**src/rtl/vga_pkg.sv**
```systemverilog
// Shared definitions for the VGA test-pattern generator: pattern modes and
// default visible-area dimensions.
package vga_pkg;

    typedef enum logic [1:0] {
        MODE_VBAND = 2'd0,
        MODE_HBAND = 2'd1,
        MODE_CHECK = 2'd2,
        MODE_SOLID = 2'd3
    } vga_mode_e;

    localparam int H_ACTIVE_DEF = 640;
    localparam int V_ACTIVE_DEF = 480;

endpackage

```
**src/rtl/vga_band_counter.sv**
```systemverilog
// Band counter: a sub-band position that wraps at BAND and a band index that
// wraps at NB, avoiding any divide of the raw pixel/line coordinate.
module vga_band_counter #(
    parameter int BAND = 50,
    parameter int NB   = 12,
    parameter int IW   = 4,
    parameter int SW   = (BAND > 1) ? $clog2(BAND) : 1
) (
    input  logic          clk,
    input  logic          rst,
    input  logic          load,
    input  logic          step,
    input  logic [IW-1:0] load_idx,
    output logic [IW-1:0] idx
);

    logic [SW-1:0] sub_r;
    logic [IW-1:0] idx_r;

    assign idx = idx_r;

    // Load has priority over step so a line/frame start always resynchronises.
    always_ff @(posedge clk) begin
        if (rst) begin
            sub_r <= '0;
            idx_r <= '0;
        end else if (load) begin
            sub_r <= '0;
            idx_r <= load_idx;
        end else if (step) begin
            if (sub_r == SW'(BAND - 1)) begin
                sub_r <= '0;
                idx_r <= (idx_r == IW'(NB - 1)) ? '0 : idx_r + IW'(1);
            end else begin
                sub_r <= sub_r + SW'(1);
                idx_r <= idx_r;
            end
        end else begin
            sub_r <= sub_r;
            idx_r <= idx_r;
        end
    end

endmodule

```
**src/rtl/vga_pattern_gen.sv**
```systemverilog
// Two-stage VGA test-pattern generator (bands, checkerboard, solid).
// Define VGA_PATTERN_SCROLL_EN to rotate the vertical bands by one per frame.
module vga_pattern_gen #(
    parameter int CW       = 2,
    parameter int BAND     = 50,
    parameter int H_ACTIVE = vga_pkg::H_ACTIVE_DEF,
    parameter int V_ACTIVE = vga_pkg::V_ACTIVE_DEF
) (
    input  logic          clk,
    input  logic          rst,
    input  logic [10:0]   hcount,
    input  logic [9:0]    vcount,
    input  logic [1:0]    mode_in,
    input  logic          mode_we,
    output logic [CW-1:0] r,
    output logic [CW-1:0] g,
    output logic [CW-1:0] b,
    output logic          active_out,
    output logic          frame_start
);

    import vga_pkg::*;

    localparam int NB = 3 * (1 << CW);
    localparam int IW = CW + 2;

    logic            line_start_s;
    logic            frame_start_s;
    logic [IW-1:0]   v_start_s;
    logic [IW-1:0]   h_idx_s;
    logic [IW-1:0]   v_idx_s;
    logic [3*CW-1:0] rgb_s;

    vga_mode_e       mode_pend_r;
    vga_mode_e       mode_act_r;
    logic            vis_r;
    logic            fs1_r;

    // Index k selects channel k/2^CW at level k mod 2^CW; packed as {r,g,b}.
    function automatic logic [3*CW-1:0] band_colour(input logic [IW-1:0] k);
        logic [CW-1:0]   lvl;
        logic [1:0]      chan;
        logic [3*CW-1:0] c;
        lvl  = k[CW-1:0];
        chan = k[IW-1:CW];
        case (chan)
            2'd0:    c = {lvl, {(2*CW){1'b0}}};
            2'd1:    c = {{CW{1'b0}}, lvl, {CW{1'b0}}};
            2'd2:    c = {{(2*CW){1'b0}}, lvl};
            default: c = '0;
        endcase
        return c;
    endfunction

    assign line_start_s  = (hcount == 11'd0);
    assign frame_start_s = (hcount == 11'd0) && (vcount == 10'd0);

`ifdef VGA_PATTERN_SCROLL_EN
    logic [IW-1:0] scroll_idx_r;

    assign v_start_s = scroll_idx_r;

    // Advance the vertical start band once per frame, after it has been loaded.
    always_ff @(posedge clk) begin
        if (rst) begin
            scroll_idx_r <= '0;
        end else if (frame_start_s) begin
            scroll_idx_r <= (scroll_idx_r == IW'(NB - 1)) ? '0 : scroll_idx_r + IW'(1);
        end else begin
            scroll_idx_r <= scroll_idx_r;
        end
    end
`else
    assign v_start_s = '0;
`endif

    // Stage 1 band indices: the counter registers track the pixel presented this cycle.
    vga_band_counter #(.BAND(BAND), .NB(NB), .IW(IW)) u_h_cnt (
        .clk      (clk),
        .rst      (rst),
        .load     (line_start_s),
        .step     (1'b1),
        .load_idx ({IW{1'b0}}),
        .idx      (h_idx_s)
    );

    vga_band_counter #(.BAND(BAND), .NB(NB), .IW(IW)) u_v_cnt (
        .clk      (clk),
        .rst      (rst),
        .load     (frame_start_s),
        .step     (line_start_s),
        .load_idx (v_start_s),
        .idx      (v_idx_s)
    );

    // Pending mode captures every write; the active mode switches only at frame start,
    // taking a coincident write directly so it applies to that same frame.
    always_ff @(posedge clk) begin
        if (rst) begin
            mode_pend_r <= MODE_VBAND;
            mode_act_r  <= MODE_VBAND;
        end else begin
            if (mode_we) begin
                mode_pend_r <= vga_mode_e'(mode_in);
            end else begin
                mode_pend_r <= mode_pend_r;
            end
            if (frame_start_s) begin
                mode_act_r <= mode_we ? vga_mode_e'(mode_in) : mode_pend_r;
            end else begin
                mode_act_r <= mode_act_r;
            end
        end
    end

    // Stage 1 visibility and frame-start flags, aligned with the band indices.
    always_ff @(posedge clk) begin
        if (rst) begin
            vis_r <= 1'b0;
            fs1_r <= 1'b0;
        end else begin
            vis_r <= (hcount < 11'(H_ACTIVE)) && (vcount < 10'(V_ACTIVE));
            fs1_r <= frame_start_s;
        end
    end

    // Pattern selection from the stage-1 indices; blanked pixels are black.
    always_comb begin
        rgb_s = '0;
        if (vis_r) begin
            case (mode_act_r)
                MODE_VBAND: rgb_s = band_colour(v_idx_s);
                MODE_HBAND: rgb_s = band_colour(h_idx_s);
                MODE_CHECK: rgb_s = (h_idx_s[0] ^ v_idx_s[0]) ? {(3*CW){1'b1}} : '0;
                MODE_SOLID: rgb_s = {(3*CW){1'b1}};
                default:    rgb_s = '0;
            endcase
        end else begin
            rgb_s = '0;
        end
    end

    // Stage 2 output registers.
    always_ff @(posedge clk) begin
        if (rst) begin
            r           <= '0;
            g           <= '0;
            b           <= '0;
            active_out  <= 1'b0;
            frame_start <= 1'b0;
        end else begin
            r           <= rgb_s[3*CW-1:2*CW];
            g           <= rgb_s[2*CW-1:CW];
            b           <= rgb_s[CW-1:0];
            active_out  <= vis_r;
            frame_start <= fs1_r;
        end
    end

endmodule

```
**config.mk**
```make
export PLATFORM = sky130hd
export DESIGN_NAME = vga_pattern_gen
export DESIGN_NICKNAME = d
export VERILOG_FILES = /design/src/rtl/vga_pkg.sv /design/src/rtl/vga_band_counter.sv /design/src/rtl/vga_pattern_gen.sv
export SDC_FILE = /design/constraint.sdc
export NUM_CORES = 1
export LEC_CHECK = 0
export BUFFER_PORTS_ARGS = -buffer_cell sky130_fd_sc_hd__buf_2
export CORE_MARGIN = 10
export CORE_UTILIZATION = 40
export DETAILED_ROUTE_END_ITERATION = 7
export PLACE_DENSITY = 0.62
export SYNTH_ARGS = -nofsm -noshare
export SYNTH_HDL_FRONTEND = slang
export SYNTH_SLANG_ARGS = --single-unit
```
**constraint.sdc**
```tcl
create_clock -name clk -period 1.9 [get_ports clk]
set_clock_uncertainty 0.15 [all_clocks]
set_input_delay 0 -clock clk [delete_from_list [all_inputs] [get_ports clk]]
set_output_delay 0 -clock clk [all_outputs]
set_load 0.02 [all_outputs]
```
==> results.ini <==
[critical_path]
cp.depth = 4
slowest_delay_ns = 0.51
startpoint = u_v_cnt.sub_r[0]
worstPathMaxFanout = 5
cpMaxStageDelayCell = or4_1
cp_data_required_time_ns = 1.97
r2r_end = u_v_cnt.idx[3]
r2r_slack_ns = 0.24
rr_worst_depth = 4
crit_buf_inv = 0
path_cells = ha_1 -> nand4_1 -> or4_1 -> a21oi_1
crit_path_start_kind = flop
crit_type = flop to flop
critical_path.endpoint = u_v_cnt.idx[3]
crit_family = simple AND/OR/NAND/NOR gates
endpoint_kind = flop
rr_startpoint = u_v_cnt.sub_r[0]
cp.arrival_ns = 1.73

[layout]
drive_above_1_share_pct = 23.0
final_cell_mix = dfxtp_1, buf_2, nor2_1
final_cells = 265
fin_nets = 248
n_antenna_cell = 0
post-route-util_pct = 52.7
layout_commonest_cell = dfxtp_1
area_growth_pct = 24.8

[global_route]
grtUsageTotal_pct = 10.5
grt_overflow = 0
antenna_found_initial = 0
grt_pass1_vias = 1472
grt_pass1_wl_mm = 6.34
grt_max_degree = 13

[placement]
dpl.hpwl_mm = 2.85
gp_congestion = 0.878
io_buffers = 33
dp.cells = 250

[synth]
syn_area_per_cell_um2 = 9.13
ys_async_sr_fraction_pct = 0
synth_area_um2 = 1580
ys_warn_count = 0
ys_seq_elements = 34
syn_nets = 205
syn_inst = 173
ys_types = 40
ys.flop_type = dfxtp_1
synth-edff-count = 0
seq_area_frac_synth_pct = 43.1

[clock_network]
cts_setup_buffers = 0
ctsHtreeMaxLevel = 2
clk_pin_slew_worst_paths_ns = 0.06
post_cts_resized = 0
numCtsBuffers = 5
cts-hold-fix-buffers = 7
cts.sinks = 34
root_buffer = clkbuf_8
insertion_delay_ns = 0.28
clockBufferDepth = 2
cts_tree = done

[timing]
period_minus_slack_ns = 1.66
rsz0062_at_grt = no
period_share_pct = 87.5
tns_ns = 0
worst_pin_slew_ns = 0.380
fmax_ghz = 0.601
hold_violations = 0
slew_headroom_pct = 74.5
holdWs_ns = 0.0198
maxSlewViolCount = 0
setup_violations = 0

[power]
p_per_area_nw_per_um2 = 724
vdd_drop_max_mv = 0.391
p_leak_nw = 0.793

[floorplanning]
die_area_um2 = 6860
ios = 34
rows = 22
die_w_um = 82.9
start_util_pct = 42.2
core-area_um2 = 3740
die-height_um = 82.9

[min_path]
min-delay-start = hcount[6]
hp-class = input port to flop

[routing]
wirelength_mm = 3.61
drc = 0
drt_iter0_drc = 95
vias = 1407
wl_per_cell_um = 13.6
viasPerCell = 5.31
drtAntennaViolNets = 0
firstDrtPassIters = 4

[job]
cap_violations = 0

[run_status]
status = finished clean

-- area by class of cell --
| type | count | area, um^2 |
|---|---|---|
| clock buffer | 8 | 110 |
| fill | 357 | 1770 |
| inverter | 7 | 26.3 |
| multi-input combinational | 125 | 837 |
| sequential | 34 | 681 |
| tap | 48 | 60.1 |
| timing repair buffer | 43 | 258 |
-- how the worst min path moves through the flow --
stage	slack, ns	depth (start not counted)	endpoint
finish	0.02	5	u_v_cnt.sub_r[4]
global route	0.05	5	u_v_cnt.sub_r[4]
CTS	0.02	5	u_v_cnt.sub_r[4]
detailed placement	0.08	2	vis_r
global placement	0.09	2	vis_r
floorplan	-0.03	1	vis_r
-- cell usage after synthesis (3+ instances only) --
| cell type | count | share of area [%] |
|---|---|---|
| dfxtp_1 | 34 | 43 |
| nor2_1 | 17 | 4.0 |
| a21oi_1 | 9 | 2.9 |
| nand3_1 | 9 | 2.9 |
| nor3_1 | 8 | 2.5 |
| inv_1 | 7 | 1.7 |
| nand2_1 | 7 | 1.7 |
| and3_1 | 6 | 2.4 |
| ha_1 | 6 | 4.8 |
| xor2_1 | 6 | 3.3 |
| mux2i_1 | 5 | 3.2 |
| nand4_1 | 5 | 2.0 |
| o21ai_0 | 5 | 1.6 |
| a31oi_1 | 4 | 1.6 |
| clkbuf_1 | 4 | 0.95 |
| or3_1 | 4 | 1.6 |
| nand4b_1 | 3 | 1.7 |
| nor2b_1 | 3 | 1.2 |
| nor4_1 | 3 | 1.2 |
| xnor2_1 | 3 | 1.7 |
-- stage by stage --
stage          total power, W  worst slack [ns]  cell area [um^2]
2_1_floorplan        0.000775             0.392              1580
3_3_place_gp         0.000815             0.312              1790
3_5_place_dp         0.000819             0.219              1790
4_1_cts               0.00144             0.248              1970
5_1_grt               0.00148             0.127              1970
6_report              0.00143             0.237              1970
-- state kept, by name, summed over array words and instances, names as in the netlist, 2 cells and up --
| register | cells |
|---|---|
| u_h_cnt.sub_r | 6 |
| u_v_cnt.sub_r | 6 |
| u_h_cnt.idx | 4 |
| u_v_cnt.idx | 4 |
| b | 2 |
| g | 2 |
| mode_act_r | 2 |
| mode_pend_r | 2 |
| r | 2 |
-- per-layer routing --
layer / up-vias / global-route usage [%] / part of all wire, %
li1: 714 / - / -
met1: 639 / 11.8 / 46
met2: 49 / 17.3 / 45
met3: 5 / 4.39 / 8.0
met4: 0 / 3.69 / 1.2
met5: - / 0 / 0
-- logic make-up after synthesis --
family	share of synthesized area (%)
simple gates	27.3
xor+xnor	4.99
compound gates	12.7
buf+inv	3.96
fa+ha+maj	4.75
flops	43.1
mux	3.17
-- power by group --
group | internal [W] | total, W | switching (W)
logic | 0.0000455 | 0.0000862 | 0.0000407
clock network | 0.000366 | 0.000615 | 0.000249
registers | 0.000722 | 0.000727 | 0.00000551
total | 0.00113 | 0.00143 | 0.000295
-- worst min-delay path, delay by kind of cell --
kind / cells / cell delay, ns
xor gates and xnor gates: 1 / 0.06
and+or+nand+nor: 3 / 0.24
buffers and inverters: 1 / 0.10
Note: power is estimated with default switching activity, not from simulation.
